`src/rtl/motor_pkg.sv`:
```
// Shared types and constants for the motor job scheduler: mode encodings, coil patterns,
// FSM states and the per-mode duration table.
package motor_pkg;

  typedef enum logic [1:0] {StIdle, StLoad, StRun, StGap} state_e;

  localparam logic [1:0] MODE_0 = 2'd0;
  localparam logic [1:0] MODE_1 = 2'd1;
  localparam logic [1:0] MODE_2 = 2'd2;
  localparam logic [1:0] MODE_3 = 2'd3;

  localparam logic [3:0] PH_A = 4'b1001;
  localparam logic [3:0] PH_B = 4'b1010;
  localparam logic [3:0] PH_C = 4'b0110;
  localparam logic [3:0] PH_D = 4'b0101;

  // Job length in duration units; 0 for mode 2 and out-of-range pads (never accepted).
  function automatic logic [5:0] dur_units(input logic [1:0] mode, input logic [3:0] idx);
    logic [5:0] units;
    units = 6'd0;
    case (mode)
      MODE_0: begin
        case (idx)
          4'd0, 4'd2, 4'd6, 4'd8: units = 6'd16;
          4'd1, 4'd3, 4'd5, 4'd7: units = 6'd8;
          4'd4:                   units = 6'd32;
          default:                units = 6'd0;
        endcase
      end
      MODE_1: begin
        case (idx)
          4'd0, 4'd2, 4'd5, 4'd6, 4'd7, 4'd8: units = 6'd6;
          4'd1, 4'd3, 4'd4:                   units = 6'd3;
          default:                            units = 6'd0;
        endcase
      end
      MODE_3: units = (idx <= 4'd8) ? 6'd8 : 6'd0;
      default: units = 6'd0;
    endcase
    return units;
  endfunction

endpackage

```
`src/rtl/motor_phase_gen.sv`:
```
// Four-phase coil sequencer: steps through PH_A..PH_D once per STEP_PERIOD clocks while en is high,
// and parks on PH_A when disabled.
module motor_phase_gen
  import motor_pkg::*;
#(
  parameter int unsigned STEP_PERIOD = 2000000
) (
  input  logic       CLK,
  input  logic       RESET_N,
  input  logic       en,
  output logic [3:0] MOTOR_OUT
);

  localparam logic [31:0] CntLast = 32'(STEP_PERIOD - 1);
  localparam logic [31:0] CntQ1   = 32'(STEP_PERIOD / 4);
  localparam logic [31:0] CntQ2   = 32'(STEP_PERIOD / 2);
  localparam logic [31:0] CntQ3   = 32'((STEP_PERIOD / 4) * 3);

  logic [31:0] cnt_q, cnt_d;
  logic [3:0]  pat_q, pat_d;

  always_comb begin
    cnt_d = cnt_q;
    pat_d = pat_q;
    if (!en) begin
      cnt_d = 32'd0;
      pat_d = PH_A;
    end else begin
      cnt_d = (cnt_q == CntLast) ? 32'd0 : cnt_q + 32'd1;
      // Pattern register trails the quarter-point by one cycle.
      if (cnt_q == 32'd0) begin
        pat_d = PH_A;
      end else if (cnt_q == CntQ1) begin
        pat_d = PH_B;
      end else if (cnt_q == CntQ2) begin
        pat_d = PH_C;
      end else if (cnt_q == CntQ3) begin
        pat_d = PH_D;
      end
    end
  end

  always_ff @(posedge CLK or negedge RESET_N) begin
    if (!RESET_N) begin
      cnt_q <= 32'd0;
      pat_q <= PH_A;
    end else begin
      cnt_q <= cnt_d;
      pat_q <= pat_d;
    end
  end

  // Parked pattern shows immediately when the motor is switched off.
  assign MOTOR_OUT = en ? pat_q : PH_A;

endmodule

```
`src/rtl/motor_job_scheduler.sv`:
```
// Queues pad presses as timed motor jobs and runs them one at a time through motor_phase_gen.
// Mode changes flush the queue and abort the running job.
module motor_job_scheduler
  import motor_pkg::*;
#(
  parameter int unsigned TICK_DIV    = 6000000,
  parameter int unsigned STEP_PERIOD = 2000000,
  parameter int unsigned FIFO_DEPTH  = 4,
  parameter int unsigned GAP_UNITS   = 1
) (
  input  logic       CLK,
  input  logic       RESET_N,
  input  logic [3:0] LEFT_KEY,
  input  logic       MODE_SWITCH,
  input  logic [8:0] KEY,
  output logic [3:0] MOTOR_OUT,
  output logic       MOTOR_ON,
  output logic       BUSY,
  output logic [$clog2(FIFO_DEPTH):0] QUEUE_CNT,
  output logic       OVERFLOW,
  output logic [1:0] MODE,
  output logic       MODE_VALID
);

  localparam int unsigned PtrW = $clog2(FIFO_DEPTH);
  localparam logic [PtrW:0] DepthCnt = (PtrW + 1)'(FIFO_DEPTH);
  localparam logic [PtrW:0] PtrOne   = (PtrW + 1)'(1);
  localparam logic [31:0]   TickLast = 32'(TICK_DIV - 1);
  localparam logic [5:0]    GapUnits = 6'(GAP_UNITS);

  state_e        state_q, state_d;
  logic [31:0]   tick_q, tick_d;
  logic [5:0]    unit_q, unit_d;
  logic [8:0]    key_q;
  logic [1:0]    mode_q, mode_d;
  logic          mode_valid_q, mode_valid_d;
  logic          ovf_q, ovf_d;
  logic [PtrW:0] wr_ptr_q, wr_ptr_d, rd_ptr_q, rd_ptr_d;
  logic [3:0]    fifo_mem [FIFO_DEPTH];

  logic          lk_hit, mode_change, mode_en;
  logic [1:0]    lk_mode;
  logic [8:0]    rise;
  logic          req_vld;
  logic [3:0]    req_idx, head_idx;
  logic [PtrW:0] count;
  logic          empty, full, push, pop;

  // Mode select: lowest set LEFT_KEY bit wins.
  always_comb begin
    lk_hit  = |LEFT_KEY;
    lk_mode = 2'd0;
    for (int i = 3; i >= 0; i--) begin
      if (LEFT_KEY[i]) lk_mode = 2'(i);
    end
    mode_change  = lk_hit && (!mode_valid_q || (lk_mode != mode_q));
    mode_d       = lk_hit ? lk_mode : mode_q;
    mode_valid_d = mode_valid_q | lk_hit;
  end

  // Request: lowest-index rising pad edge.
  always_comb begin
    rise    = KEY & ~key_q;
    req_vld = |rise;
    req_idx = 4'd0;
    for (int i = 8; i >= 0; i--) begin
      if (rise[i]) req_idx = 4'(i);
    end
  end

  assign mode_en = mode_valid_q &&
                   ((mode_q == MODE_0) || (mode_q == MODE_1) ||
                    ((mode_q == MODE_3) && MODE_SWITCH));

  assign count    = wr_ptr_q - rd_ptr_q;
  assign empty    = (wr_ptr_q == rd_ptr_q);
  assign full     = (count == DepthCnt);
  assign head_idx = fifo_mem[rd_ptr_q[PtrW-1:0]];
  assign pop      = (state_q == StLoad) && !empty;

  // A pop in the same cycle frees the slot a full queue would otherwise reject.
  always_comb begin
    push     = req_vld && mode_en && (!full || pop) && !mode_change;
    ovf_d    = req_vld && mode_en && full && !pop && !mode_change;
    wr_ptr_d = push ? wr_ptr_q + PtrOne : wr_ptr_q;
    rd_ptr_d = pop  ? rd_ptr_q + PtrOne : rd_ptr_q;
    if (mode_change) begin
      wr_ptr_d = '0;
      rd_ptr_d = '0;
    end
  end

  always_ff @(posedge CLK) begin
    if (push) fifo_mem[wr_ptr_q[PtrW-1:0]] <= req_idx;
  end

  // FSM next state and duration counters.
  always_comb begin
    state_d = state_q;
    tick_d  = tick_q;
    unit_d  = unit_q;
    unique case (state_q)
      StIdle: begin
        if (!empty) state_d = StLoad;
      end
      StLoad: begin
        state_d = StRun;
        unit_d  = dur_units(mode_q, head_idx);
        tick_d  = 32'd0;
      end
      StRun: begin
        if (tick_q == TickLast) begin
          tick_d = 32'd0;
          unit_d = unit_q - 6'd1;
          if (unit_q == 6'd1) begin
            if (GapUnits == 6'd0) begin
              state_d = StIdle;
            end else begin
              state_d = StGap;
              unit_d  = GapUnits;
            end
          end
        end else begin
          tick_d = tick_q + 32'd1;
        end
      end
      StGap: begin
        if (tick_q == TickLast) begin
          tick_d = 32'd0;
          unit_d = unit_q - 6'd1;
          if (unit_q == 6'd1) state_d = StIdle;
        end else begin
          tick_d = tick_q + 32'd1;
        end
      end
      default: state_d = StIdle;
    endcase
    if (mode_change) begin
      state_d = StIdle;
      tick_d  = 32'd0;
      unit_d  = 6'd0;
    end
  end

  always_ff @(posedge CLK or negedge RESET_N) begin
    if (!RESET_N) begin
      state_q      <= StIdle;
      tick_q       <= 32'd0;
      unit_q       <= 6'd0;
      key_q        <= 9'd0;
      mode_q       <= 2'd0;
      mode_valid_q <= 1'b0;
      ovf_q        <= 1'b0;
      wr_ptr_q     <= '0;
      rd_ptr_q     <= '0;
    end else begin
      state_q      <= state_d;
      tick_q       <= tick_d;
      unit_q       <= unit_d;
      key_q        <= KEY;
      mode_q       <= mode_d;
      mode_valid_q <= mode_valid_d;
      ovf_q        <= ovf_d;
      wr_ptr_q     <= wr_ptr_d;
      rd_ptr_q     <= rd_ptr_d;
    end
  end

  always_comb begin
    MOTOR_ON   = (state_q == StRun);
    BUSY       = (state_q != StIdle) || !empty;
    QUEUE_CNT  = count;
    OVERFLOW   = ovf_q;
    MODE       = mode_q;
    MODE_VALID = mode_valid_q;
  end

  motor_phase_gen #(
    .STEP_PERIOD(STEP_PERIOD)
  ) u_phase_gen (
    .CLK      (CLK),
    .RESET_N  (RESET_N),
    .en       (MOTOR_ON),
    .MOTOR_OUT(MOTOR_OUT)
  );

endmodule

```
`config.mk`:
```
export PLATFORM = sky130hd
export DESIGN_NAME = motor_job_scheduler
export DESIGN_NICKNAME = d
export VERILOG_FILES = /design/src/rtl/motor_pkg.sv /design/src/rtl/motor_phase_gen.sv /design/src/rtl/motor_job_scheduler.sv
export SDC_FILE = /design/constraint.sdc
export NUM_CORES = 1
export LEC_CHECK = 0
export ABC_AREA = 1
export CAP_MARGIN = 30
export CORE_MARGIN = 5
export CORE_UTILIZATION = 40
export DETAILED_ROUTE_END_ITERATION = 10
export GPL_TIMING_DRIVEN = 1
export MAX_ROUTING_LAYER = met4
export PLACE_DENSITY = 0.62
export REMOVE_ABC_BUFFERS = 1
export SETUP_SLACK_MARGIN = 0.15
export SYNTH_ARGS = -nofsm -noshare
export SYNTH_HDL_FRONTEND = slang
export SYNTH_SLANG_ARGS = --single-unit
```
`constraint.sdc`:
```
create_clock -name CLK -period 2.7 [get_ports CLK]
set_input_delay 0.54 -clock CLK [delete_from_list [all_inputs] [get_ports CLK]]
set_output_delay 0.54 -clock CLK [all_outputs]
set_load 0.005 [all_outputs]
```
## Word level (Yosys, flattened, before mapping)

Memory sizes are Yosys's and may differ from the RTL's.
Index checks and enable logic that the tools add are counted.

| operators by class | value |
|---|---|
| add/sub/neg operators | 6 |
| order comparisons | 1 |
| equal/unequal tests | 20 |
| mux-type cells | 44 |
| bitwise logic cells | 3 |
| reduce and logical (&&, ||, !) cells | 33 |

Operators by type and width:

| operator | count |
|---|---|
| 32-bit 2-to-1 mux | 4 |
| 32-bit by 1-bit adder with 32-bit output, second input constant | 2 |
| 32-bit by 21-bit equality test with 1-bit output, second input constant | 2 |
| 4-bit 2-to-1 mux | 16 |
| 32-bit one-hot mux with 2 select lines | 1 |
| 6-bit one-hot mux with 3 select lines | 2 |
| 32-bit by 19-bit equality test with 1-bit output, second input constant | 1 |
| 32-bit by 20-bit equality test with 1-bit output, second input constant | 1 |
| 32-bit by 23-bit equality test with 1-bit output, second input constant | 1 |
| 32-bit logical NOT | 1 |
| 6-bit 2-to-1 mux | 4 |
| 2-bit 2-to-1 mux | 10 |
| 3-bit inequality test, second input constant | 5 |
| 3-bit 2-to-1 mux | 4 |
| 1-bit logical AND | 10 |
| 9-bit AND | 1 |
| 9-bit NOT | 1 |
| 9-bit OR reduction | 1 |
| 2-bit one-hot mux with 4 select lines | 1 |
| 3-bit by 1-bit adder with 3-bit output, second input constant | 2 |
| 2-bit equality test, second input constant | 3 |
| 6-bit by 1-bit equality test with 1-bit output, second input constant | 1 |
| 2-bit nonzero test | 3 |
| 6-bit by 1-bit subtractor with 6-bit output, second input constant | 1 |
| 18 further kinds | 29 |

| word-level totals | value |
|---|---|
| flip-flop bits (word level) | 95 |
| RAM bits | 16 |
| ROM bits | 96 |
| input bits | 16 |
| output and inout bits | 13 |
| logic and storage cells | 121 |
| memories | 3 |

Memories:

| name | depth | width | read ports | clocked after Yosys merged registers in | write ports | line | RTL |
|---|---|---|---|---|---|---|---|
| (name not given) | 16 | 3 | 1 | 0 | 0 | motor_pkg.sv:23 | `case (idx)` |
| (name not given) | 16 | 3 | 1 | 0 | 0 | motor_pkg.sv:31 | `case (idx)` |
| fifo_mem | 4 | 4 | 1 | 0 | 1 | motor_job_scheduler.sv:39 | `logic [3:0] fifo_mem [FIFO_DEPTH];` |

## Longest topological paths before layout

Gate-level depths: netlist of run 1.

| depth | value |
|---|---|
| depth in word-level cells | 11 |
| mapped depth | 14 |
| gate-level depth less buffers | 13 |

## Modules after synthesis

A second synthesis of run 1 with hierarchy kept.

| unflattened totals | value |
|---|---|
| cells, all modules | 1042 |
| area, all modules | 7282.0 µm² |

Modules (own cells, without submodules):

| module | instances | cells an instance | area an instance (µm²) | seq. area each (µm²) |
|---|---|---|---|---|
| motor_job_scheduler | 1 | 657 | 4768.3 | 1956.9 |
| motor_phase_gen | 1 | 385 | 2513.7 | 903.4 |

## Worst setup path after synthesis of run 1

No wires, ideal clock.

| timing | value |
|---|---|
| path type | register to register |
| start point | register wr_ptr_q[0] |
| end point | memory fifo_mem[0][0] (enable) |
| library setup time | 0.329 ns |
| arrival | 1.821 ns |
| required time | 2.371 ns |
| path slack | 0.550 ns |
| stages on the path, launching flop included | 10 |
| buffers on the path | 0 |
| clock period less this slack | 2.150 ns |
| cells stage by stage | dfrtp_1 -> inv_1 -> ha_1 -> fa_1 -> xnor2_1 -> nand4_1 -> nand3_1 -> inv_1 -> nand2_1 -> nor2_1 |

| on the way | value |
|---|---|
| cells in the longest elaborated chain, start to end | 8 |
| elaborated cells on any way between the ends | 11 |
| classes of those cells | add/sub: 1; eq/ne: 2; mux: 2; reduce/logical: 6 |

Ends and longest elaborated chain:

| item | line | RTL |
|---|---|---|
| from (decl) | motor_job_scheduler.sv:38 | `logic [PtrW:0] wr_ptr_q, wr_ptr_d, rd_ptr_q, rd_ptr_d;` |
| from (signal assigned) | motor_job_scheduler.sv:164 | `wr_ptr_q <= wr_ptr_d;` |
| 3-bit subtractor | motor_job_scheduler.sv:75 | `assign count = wr_ptr_q - rd_ptr_q;` |
| via QUEUE_CNT[2] | motor_job_scheduler.sv:19 | `output logic [$clog2(FIFO_DEPTH):0] QUEUE_CNT,` |
| 3-bit equality test | motor_job_scheduler.sv:77 | `assign full = (count == DepthCnt);` |
| 1-bit logical NOT | motor_job_scheduler.sv:83 | `push = req_vld && mode_en && (!full \|\| pop) && !mode_change;` |
| 1-bit logical OR | motor_job_scheduler.sv:83 |  |
| 1-bit logical AND (2 in series) | motor_job_scheduler.sv:83 |  |
| 1-bit 2-to-1 mux | motor_job_scheduler.sv:94 | `if (push) fifo_mem[wr_ptr_q[PtrW-1:0]] <= req_idx;` |
| 1-bit 2-to-1 mux (not written as such) | motor_job_scheduler.sv:94 |  |
| to (decl) | motor_job_scheduler.sv:39 |  |

The timed path passes the listed nets, and every way through them passes these cells.

## Worst setup path after layout of run 1

| timing | value |
|---|---|
| start point | register rd_ptr_q[1] |
| end point | output port BUSY |

| on the way | value |
|---|---|
| cells in the longest elaborated chain, start to end | 3 |

Ends and longest elaborated chain:

| item | line | RTL |
|---|---|---|
| from (decl) | motor_job_scheduler.sv:38 |  |
| from (signal assigned) | motor_job_scheduler.sv:165 | `rd_ptr_q <= rd_ptr_d;` |
| 3-bit equality test | motor_job_scheduler.sv:76 | `assign empty = (wr_ptr_q == rd_ptr_q);` |
| 1-bit logical NOT | motor_job_scheduler.sv:171 | `BUSY = (state_q != StIdle) \|\| !empty;` |
| 1-bit logical OR | motor_job_scheduler.sv:171 |  |
| to (decl) | motor_job_scheduler.sv:18 | `output logic BUSY,` |

Every way passes these cells.

==> results of run 1 <==
## registers in the layout (all words and copies together) (netlist names)
name,flops
u_phase_gen.pat_q,4
tick_q,32
state_q,2
wr_ptr_q,3
unit_q,6
rd_ptr_q,3
OVERFLOW,1
MODE_VALID,1
key_q,9
fifo_mem,16
MODE,2
u_phase_gen.cnt_q,32
## cell type report
type | count | share of cell area, %
Inverter | 137 | 6.389
Tap cell | 225 | 3.498
Multi-Input combinational cell | 744 | 45.59
Clock buffer | 9 | 2.798
Clock inverter | 7 | 1.181
Sequential cell | 111 | 35.57
Timing Repair Buffer | 43 | 4.974
## worst max-delay path by stage
| stage | slack, ns | endpoint | cells after the start |
|---|---|---|---|
| 6_report | 0.23 | BUSY | 4 |
| 5_1_grt | 0.16 | fifo_mem[0][2]$_DFFE_PP_ | 10 |
| 4_1_cts | 0.21 | BUSY | 4 |
| 3_5_place_dp | 0.14 | fifo_mem[3][3]$_DFFE_PP_ | 8 |
| 3_3_place_gp | 0.24 | fifo_mem[1][0]$_DFFE_PP_ | 9 |
| 2_1_floorplan | 0.24 | unit_q[4]$_DFFE_PN0P_ | 10 |
## cells by family (layout without fill, tap and decap cells)
| group | Yosys count | in the layout | share of synthesized area (%) |
|---|---|---|---|
| AOI/OAI and AO/OA | 69 | 69 | 5.438 |
| xor gates and xnor gates | 34 | 34 | 4.189 |
| adders and majority gates | 17 | 17 | 3.097 |
| DFF | 111 | 111 | 40.23 |
| buffers and inverters | 156 | 196 | 8.606 |
| and+or+nand+nor | 624 | 624 | 38.44 |
## cell usage after synthesis, types with 3 or more instances
| library cell | count |
|---|---|
| clkbuf_1 | 8 |
| nor2_1 | 151 |
| inv_2 | 9 |
| nor3_2 | 5 |
| nand4_1 | 43 |
| o22ai_1 | 3 |
| xor2_1 | 30 |
| nor3_1 | 49 |
| o21ai_1 | 4 |
| xnor2_1 | 4 |
| o21ai_0 | 37 |
| edfxtp_1 | 16 |
| inv_1 | 127 |
| a21oi_1 | 15 |
| or2_2 | 3 |
| nand2_2 | 6 |
| nand3_1 | 81 |
| dfrtp_1 | 93 |
| nor2_2 | 9 |
| ha_1 | 16 |
| buf_2 | 9 |
| nand2_1 | 268 |
## per-stage QoR
stage	hold slack, ns	std cells	util, %	cell area [um2]	setup slack [ns]
2_1_floorplan	0.2444	992	-	7012	0.2415
3_3_place_gp	0.4707	1258	44.25	7681	0.2358
3_5_place_dp	0.4772	1258	44.25	7681	0.1431
4_1_cts	0.1161	1276	46.18	8015	0.2053
5_1_grt	0.1363	1276	46.37	8049	0.1551
6_report	0.1073	1276	46.37	8049	0.2310
## cells in the final DEF (no fill, tap or decap), types with 7 or more instances in the layout
cell type / Yosys / final
nand4_1: 43 / 43
nor2_1: 151 / 147
dfrtp_1: 93 / 91
clkbuf_16: 0 / 9
a21oi_1: 15 / 15
nand2_1: 268 / 267
xor2_1: 30 / 30
nand2_2: 6 / 7
inv_2: 9 / 11
inv_1: 127 / 125
buf_4: 0 / 15
nand3_1: 81 / 81
nor3_1: 49 / 49
edfxtp_1: 16 / 16
clkdlybuf4s50_1: 0 / 25
nor2_2: 9 / 9
ha_1: 16 / 16
o21ai_0: 37 / 37
## power groups by stage
stage	clock [uW]	sequential, uW	combinational, uW
finish	1410	1860	1230
CTS	1460	1860	1220
detailed placement	0	1890	1210
floorplan	0	1880	730
global route	1530	1870	1390
global placement	0	1890	1200
## worst register-to-register path, delay by kind of cell (launching register included)
family | cells | cell delay, ns
xor+xnor | 1 | 0.15
fa+ha+maj | 2 | 0.58
buf+inv | 3 | 0.35
flops | 1 | 0.38
simple gates | 4 | 0.63
## timing repair
action	in CTS	in global routing
pin swaps	1	0
setup buffers	2	0
hold buffers	0	0
endpoints found under the setup margin	3	17
resized for setup	5	10
gates cloned	0	0
## routing by layer
metal | global-route usage (%) | wire length [um]
met5 | - | 0
met4 | 6.392 | 393
met3 | 2.629 | 706
met2 | 29.65 | 8349
met1 | 25.39 | 8861
==> impl_metrics.csv, run 1 <==
group,metric,value,unit
clocking,cts_buffer_depth,2,
sta,report.final.slew_viol_count,0,
critical_path,path_delay_family,"buffers and inverters",
yosys,netlist.area_leader.share,32.73,%
drt,num_vias,6520,
critical_path,cp-end-kind,"output pin",
critical_path,rrSetupSlack,0.33,ns
critical_path,arrival,1.93,ns
cells_and_area,regArea,2863,um2
cells_and_area,multi_input_area,3670,um2
clocking,cts_sinks,111,
clocking,cts_root_buf,"clkbuf_16",
yosys,yosys-top-cells-area,"dfrtp_1, nand2_1, nor2_1",
pwr,seqPwrFrac,41.3,%
pwr,irDropWorstVdd,0.4184,mV
yosys,async_reset_ff_share,85.59,%
critical_path,slowest_stage,"clkdlybuf4s50_1",
floorplan,die_w,143.3,um
floorplan,die_area,20540,um2
yosys,ys_types,38,
critical_path,crit_start,"rd_ptr_q[1]$_DFFE_PN0P_",
drt,drc_errors,0,
critical_path,required,2.16,ns
sta,slew_headroom,62.37,%
floorplan,num_io_pins,29,
sta,post-route-period-util,91.44,%
pwr,powerDensity,558.8,nW/um2
sta,fin_skew,0.01165,ns
yosys,synthCells,1011,
grt,overflow,0,
flow_run,cap_viol_max_count,0,
cells_and_area,nFillCells,1747,
yosys,synth-main-ff-cell,"dfrtp_1",
sta,final.setup.tns,0,ns
yosys,avgSynthCellArea,7.032,um2
placed_design,port_buffers,28,
drt,ant_nets,0,
drt,drt_iter0_drc,461,
cells_and_area,n_antenna_cell,0,
grt,grt_pass1_wl,30.28,mm
floorplan,core,17360,um2
critical_path,path_class,"flip-flop to output pin",
pwr,power_leakage,0.003503,uW
critical_path,worstRegToRegCells,10,
critical_path,path_buf_inv,2,
cells_and_area,final_nets,1079,
worst_hold_path,hold_class,"primary input to async pin",
cells_and_area,area_growth,13.22,%
yosys,syn_area,7109,um2
placed_design,place.gp.congestion,1.002,
drt,wl_per_cell,14.35,um
critical_path,slowest_delay,0.53,ns
yosys,ys_ff_latch,111,
critical_path,critPathLaunchType,"flip-flop",
yosys,yosysWarnings,0,
critical_path,r2r_start,"wr_ptr_q[0]$_DFFE_PN0P_",
critical_path,path_cells,"inv_2, ha_1, nand4_1, clkdlybuf4s50_1",
critical_path,r2r-end,"fifo_mem[0][2]$_DFFE_PP_",
sta,rsz0062_at_grt,"false",
pwr,p_comb_share,27.3,%
pwr,clkPwrFrac,31.3,%
grt,grtUsageTotal,18.91,%
drt,drt_wl_total,18.31,mm
cells_and_area,drive_gt1_share,7.612,%
clocking,cts_tree,"done",
yosys,yosys.area.top_type,"dfrtp_1",
pwr,p_int,2875,uW
clocking,path_clk_slew,0.08,ns
drt,dr.pass1.iters,5,
floorplan,rows,48,
sta,worstMarginPinSlew,0.5594,ns
sta,max_freq,0.4050,GHz
sta,hold_viol,0,
yosys,synth_edf_count,16,
grt,grt_max_degree,34,
floorplan,initial_core_util,40.96,%
clocking,clk_latency,0.37,ns
clocking,numCtsBuffers,9,
placed_design,place_hpwl,13.99,mm
floorplan,fp.dieH,143.3,um
pwr,switching_share,36.09,%
pwr,fin_total_pwr,4498,uW
drt,routed_via_density,5.110,
yosys,ys_seq_area_share,40.23,%
grt,antenna_found_initial,0,
pwr,switching_power,1623,uW
critical_path,path_max_fanout,9,
sta,fin_crit,2.469,ns
sta,setup_viol,0,
status,outcome,"finished clean",
grt,grt_pass1_vias,6123,
clocking,cts_max_level,3,
Note: power is estimated with default switching activity, not from simulation.
==> inputs of run 2 (changes only) <==
--- a/config.mk
+++ b/config.mk
@@ -10,11 +10,13 @@
 export CORE_MARGIN = 5
 export CORE_UTILIZATION = 40
 export DETAILED_ROUTE_END_ITERATION = 10
-export GPL_TIMING_DRIVEN = 1
+export GPL_TIMING_DRIVEN = 0
 export MAX_ROUTING_LAYER = met4
 export PLACE_DENSITY = 0.62
 export REMOVE_ABC_BUFFERS = 1
 export SETUP_SLACK_MARGIN = 0.15
+export SLEW_MARGIN = 20
 export SYNTH_ARGS = -nofsm -noshare
 export SYNTH_HDL_FRONTEND = slang
+export SYNTH_HIERARCHICAL = 1
 export SYNTH_SLANG_ARGS = --single-unit
==> run 2 against run 1 <==
  * Clock skew rose by 0.0039 ns
  * Critical path depth rose by 5
  * Global-route usage shrank 0.62 points
  * First-iteration DRC count grew 24%
  * Die area rose by 2.3%
  * Synthesized cell count up 3.1%
  * Highest routed layer unchanged
  * Cell count increased by 2.4%
  * Cell area up 1.9%
  * Critical endpoint is now fifo_mem[0][1]$_DFFE_PP_
  * Wire length is 1.2% higher
  * Clock power is 3% lower
==> impl_metrics.csv, run 2 <==
group,metric,value,unit
yosys,ys_ff_latch,111,
critical_path,slowest_delay,0.41,ns
grt,grt_max_degree,58,
floorplan,rows,49,
floorplan,core,17960,um2
sta,max_freq,0.4077,GHz
critical_path,r2r_start,"wr_ptr_q[0]$_DFFE_PN0P_",
sta,setup_viol,0,
yosys,netlist_top_cells_count,"nand2_1, nor2_1, inv_1",
clocking,clk_latency,0.37,ns
drt,routed_via_density,5.077,
cells_and_area,final_cell_mix,"nand2_1, nor2_1, inv_1",
sta,slew_headroom,68.23,%
yosys,async_reset_ff_share,85.59,%
critical_path,path_class,"flip-flop to flip-flop",
cells_and_area,n_antenna_cell,0,
drt,num_vias,6636,
critical_path,path_delay_family,"simple AND/OR/NAND/NOR gates",
floorplan,initial_core_util,40.54,%
critical_path,required,2.75,ns
flow_run,cap_viol_max_count,0,
status,outcome,"finished clean",
yosys,yosys-top-cells-area,"dfrtp_1, nand2_1, nor2_1",
critical_path,critPathLaunchType,"flip-flop",
cells_and_area,mostFrequentLayoutCell,"nand2_1",
sta,hold_viol,0,
yosys,synth_edf_count,16,
grt,grt_pass1_wl,31.27,mm
pwr,fin_total_pwr,5316,uW
floorplan,die_w,144.9,um
clocking,cts_root_buf,"clkbuf_16",
placed_design,placedCellCount,1278,
yosys,ys_seq_area_share,39.28,%
clocking,cts_max_level,3,
worst_hold_path,hold_class,"primary input to async pin",
floorplan,num_io_pins,29,
floorplan,die_area,21000,um2
sta,post-route-period-util,90.84,%
pwr,irDropWorstVdd,0.3422,mV
cells_and_area,nFillCells,1840,
grt,grt_pass1_vias,6314,
grt,grtUsageTotal,18.29,%
critical_path,path_cells,"inv_2, ha_1, fa_1, xor2_1, buf_4, nand4_1, and2b_1, nand2_1, nor2_2",
yosys,netlist.area_leader.share,31.96,%
cells_and_area,fin_util,45.64,%
yosys,synthCells,1042,
placed_design,place_hpwl,13.50,mm
floorplan,fp.dieH,144.9,um
drt,drt_iter0_drc,572,
clocking,hold_buffers,0,
clocking,cts_buffer_depth,2,
yosys,yosysWarnings,6,
sta,fin_skew,0.01551,ns
sta,fin_crit,2.453,ns
critical_path,arrival,2.50,ns
yosys,yosysMostFrequentCell,"nand2_1",
critical_path,slowest_stage,"fa_1",
yosys,synth-main-ff-cell,"dfrtp_1",
cells_and_area,drive_gt1_share,8.071,%
drt,drt_wl_total,18.53,mm
cells_and_area,layout.cells.non_filler,1307,
critical_path,path_max_fanout,4,
cells_and_area,final_nets,1106,
placed_design,place.gp.congestion,0.9538,
sta,report.final.slew_viol_count,0,
clocking,path_clk_slew,0.08,ns
yosys,avgSynthCellArea,6.988,um2
drt,dr.pass1.iters,5,
critical_path,crit_start,"wr_ptr_q[0]$_DFFE_PN0P_",
clocking,cts_sinks,111,
sta,worstMarginPinSlew,0.4739,ns
yosys,syn_area,7282,um2
critical_path,cp-end-kind,"flip-flop",
pwr,powerDensity,648.3,nW/um2
drt,ant_nets,0,
drt,wl_per_cell,14.18,um
grt,overflow,0,
sta,rsz0062_at_grt,"true",
drt,drc_errors,0,
yosys,ys_types,45,
pwr,power_leakage,0.003611,uW
placed_design,port_buffers,28,
critical_path,path_buf_inv,2,
clocking,numCtsBuffers,9,
yosys,yosys.area.top_type,"dfrtp_1",
grt,antenna_found_initial,0,
clocking,cts_tree,"done",
cells_and_area,area_growth,12.59,%
-- run 2: cell count changes in the layout (fill, tap and decap cells not counted), sizes merged, moves of 3 or more --
cell | previous run | this run
inv | 139 | 144
nor2 | 162 | 182
o21ai | 41 | 45
nand2 | 274 | 292
nand4 | 43 | 32
nor3 | 54 | 39
nand3 | 83 | 94
xnor2 | 4 | 7
-- run 2: report_power, final --
part	switching (uW)	internal, uW
clock network	710	658
registers	116	1830
logic	1300	702
total	2120	3190
-- run 2: per-layer routing --
| metal | vias to the layer above | share of wire, % | track usage, % |
|---|---|---|---|
| li1 | 3363 | - | - |
| met1 | 3080 | 47 | 24.10 |
| met2 | 161 | 47 | 29.06 |
| met3 | 32 | 3.7 | 2.838 |
| met4 | 0 | 2.3 | 5.838 |
| met5 | - | 0 | - |
-- run 2: cell families (layout without fill, tap and decap cells) --
group	after synthesis	in the layout	synth area share, %
fa+ha+maj	17	17	3.024
buf+inv	164	200	9.055
flops	111	111	39.28
simple gates	646	646	39.06
xor+xnor	36	36	4.330
compound gates	68	68	5.258
-- run 2: layout make-up --
type                       count  area (um2)  share of cell area, %
tap                          229       286.5                  3.495
timing repair buffer          41       399.1                  4.868
timing repair inverter         1       5.005                0.06104
inverter                     142       545.5                  6.653
sequential                   111        2863                  34.92
multi-input combinational    767        3804                  46.39
clock inverter                 7       71.32                 0.8698
clock buffer                   9       225.2                  2.747
-- run 2: final timing paths --
| path | end | slack, ns | cells after the start |
|---|---|---|---|
| max | fifo_mem[0][1]$_DFFE_PP_ | 0.25 | 9 |
| min | tick_q[26]$_DFFE_PN0P_ | 0.09 | 1 |
| max reg2reg | fifo_mem[0][1]$_DFFE_PP_ | 0.25 | 9 |
| min reg2reg | u_phase_gen/pat_q[0]$_DFFE_PN1P_ | 0.49 | 2 |
| max in group asynchronous | u_phase_gen/pat_q[3]$_DFFE_PN1P_ | 1.96 | 2 |
| min in group CLK | u_phase_gen/pat_q[0]$_DFFE_PN1P_ | 0.49 | 2 |
-- run 2: repair_timing --
action / in CTS / in global routing
gates resized for setup: 13 / 9
setup endpoints to repair: 46 / 41
buffers inserted: 10 / 2
hold endpoints to repair: 0 / 0
pin swaps: 2 / 0
gates cloned: 1 / 0
-- run 2: through the flow --
stage | TNS, ns | hold slack (ns) | setup slack, ns | instance area (um2)
after floorplan | 0 | 0.2444 | 0.5228 | 7156
after global placement | -282.17 | 0.4776 | -2.812 | 7722
after detailed placement | -18.53 | 0.4811 | -0.5998 | 7751
after CTS | 0 | 0.09395 | 0.1419 | 8164
after global routing | 0 | 0.1174 | 0.07640 | 8199
final | 0 | 0.09226 | 0.2473 | 8199
==> inputs of run 3 (changes only) <==
--- a/config.mk
+++ b/config.mk
@@ -10,6 +10,7 @@
 export CORE_MARGIN = 5
 export CORE_UTILIZATION = 40
 export DETAILED_ROUTE_END_ITERATION = 10
+export GPL_ROUTABILITY_DRIVEN = 0
 export GPL_TIMING_DRIVEN = 0
 export MAX_ROUTING_LAYER = met4
 export PLACE_DENSITY = 0.62
==> run 3 against run 2 <==
  * Sequential share of layout area up 0.15 points
  * Utilization down 0.17 points
  * Clock skew down 0.0045 ns
  * Global-route usage shrank 0.26 points
  * Register-to-register slack about the same
  * Worst hold slack got worse by 0.058 ns
  * Non-clock buffer count down 6
  * Count of clock-buffer cells in the layout did not move
  * Clock power about the same
  * Total power is 1.1% lower
  * Largest cell class unchanged
  * Largest power group is now registers
==> impl_metrics.csv, run 3 (synthesized netlist as in run 2, its figures left out) <==
group,metric,value,unit
cells_and_area,area_growth,12.16,%
placed_design,place_hpwl,13.42,mm
drt,dr.pass1.iters,5,
placed_design,port_buffers,28,
critical_path,required,2.71,ns
pwr,powerDensity,643.8,nW/um2
critical_path,critPathLaunchType,"flip-flop",
sta,worstMarginPinSlew,0.4745,ns
cells_and_area,drive_gt1_share,7.463,%
critical_path,path_class,"flip-flop to flip-flop",
clocking,path_clk_slew,0.09,ns
clocking,cts_root_buf,"clkbuf_16",
sta,post-route-period-util,90.97,%
floorplan,rows,49,
clocking,clk_latency,0.37,ns
drt,drt_iter0_drc,568,
grt,grt_max_degree,71,
critical_path,arrival,2.47,ns
cells_and_area,mostFrequentLayoutCell,"nand2_1",
grt,grtUsageTotal,18.03,%
floorplan,die_w,144.9,um
flow_run,cap_viol_max_count,0,
placed_design,dp_slack,-0.6964,ns
clocking,numCtsBuffers,9,
sta,max_freq,0.4071,GHz
grt,grt_pass1_vias,6221,
grt,overflow,0,
pwr,power_leakage,0.003579,uW
sta,report.final.slew_viol_count,0,
clocking,cts_buffer_depth,2,
grt,grt_pass1_wl,30.84,mm
sta,hold_viol,0,
sta,whs,0.03411,ns
floorplan,num_io_pins,29,
drt,routed_via_density,5.040,
sta,fin_ws,0.2437,ns
clocking,cts_sinks,111,
clocking,cts_max_level,3,
drt,ant_nets,0,
drt,num_vias,6557,
grt,antenna_found_initial,0,
floorplan,die_area,21000,um2
cells_and_area,final_nets,1100,
floorplan,fp.dieH,144.9,um
sta,slew_headroom,68.12,%
sta,rsz0062_at_grt,"true",
worst_hold_path,hold_class,"primary input to async pin",
critical_path,cp-end-kind,"flip-flop",
drt,drc_errors,0,
floorplan,initial_core_util,40.54,%
cells_and_area,n_antenna_cell,0,
sta,fin_skew,0.01101,ns
cells_and_area,final_cell_mix,"nand2_1, nor2_1, inv_1",
clocking,cts_tree,"done",
drt,drt_wl_total,18.23,mm
critical_path,path_max_fanout,4,
sta,fin_crit,2.456,ns
sta,setup_viol,0,
floorplan,core,17960,um2
status,outcome,"finished clean",
pwr,irDropWorstVdd,0.3987,mV
drt,wl_per_cell,14.01,um
[run 3: layout make-up]
type | count | area [um2]
clock buffer | 9 | 225.2
clock inverter | 7 | 82.58
fill | 1875 | 9796
inverter | 142 | 545.5
multi-input combinational | 767 | 3796
sequential | 111 | 2864
tap | 229 | 286.5
timing repair buffer | 35 | 362.8
timing repair inverter | 1 | 5.005
[run 3: worst max-delay path, stage by stage (launching register included)]
cell	delay, ns
dfrtp_1	0.37
inv_2	0.07
ha_1	0.21
fa_1	0.44
xor2_1	0.17
nand4_1	0.11
and2b_1	0.20
nand2_1	0.12
nor2_1	0.41
[run 3: timing repair]
item / in CTS / in global routing
pin swaps: 2 / 0
cloned: 1 / 0
buffers inserted: 4 / 2
resized for setup: 16 / 4
endpoints found under the setup margin: 49 / 34
hold buffers: 0 / 0
[run 3: path summary, 6_finish.rpt]
kind                       cells past startpoint                             start                                to  slack (ns)
max                                            8           wr_ptr_q[0]$_DFFE_PN0P_          fifo_mem[3][2]$_DFFE_PP_        0.24
min                                            1                           RESET_N    u_phase_gen/cnt_q[6]$_DFF_PN0_        0.03
max reg2reg                                    8           wr_ptr_q[0]$_DFFE_PN0P_          fifo_mem[3][2]$_DFFE_PP_        0.24
min reg2reg                                    2  u_phase_gen/pat_q[0]$_DFFE_PN1P_  u_phase_gen/pat_q[0]$_DFFE_PN1P_        0.49
max in group asynchronous                      2                           RESET_N           wr_ptr_q[1]$_DFFE_PN0P_        2.00
min in group CLK                               2  u_phase_gen/pat_q[0]$_DFFE_PN1P_  u_phase_gen/pat_q[0]$_DFFE_PN1P_        0.49
[run 3: metal layers]
metal | share of wire [%] | track usage, %
met5 | 0 | -
met4 | 1.7 | 4.849
met3 | 4.2 | 2.713
met2 | 48 | 29.27
met1 | 46 | 23.65
[run 3: power breakdown]
part	total (uW)	leakage [uW]	internal, uW	switching [uW]
registers	1950	0.00143	1840	115
logic	1920	0.00200	671	1250
clock network	1390	0.000153	669	718
[run 3: stage by stage]
step / total power [uW] / area, um2 / TNS (ns) / util [%] / cells
after floorplan: 3152 / 7156 / 0 / - / 1020
after CTS: 5296 / 8133 / 0 / 45.27 / 1299
after detailed placement: 3782 / 7751 / -22.62 / 43.15 / 1278
after global routing: 5663 / 8168 / 0 / 45.47 / 1301
final: 5258 / 8168 / 0 / 45.47 / 1301
after global placement: 3770 / 7722 / -289.33 / 42.99 / 1277
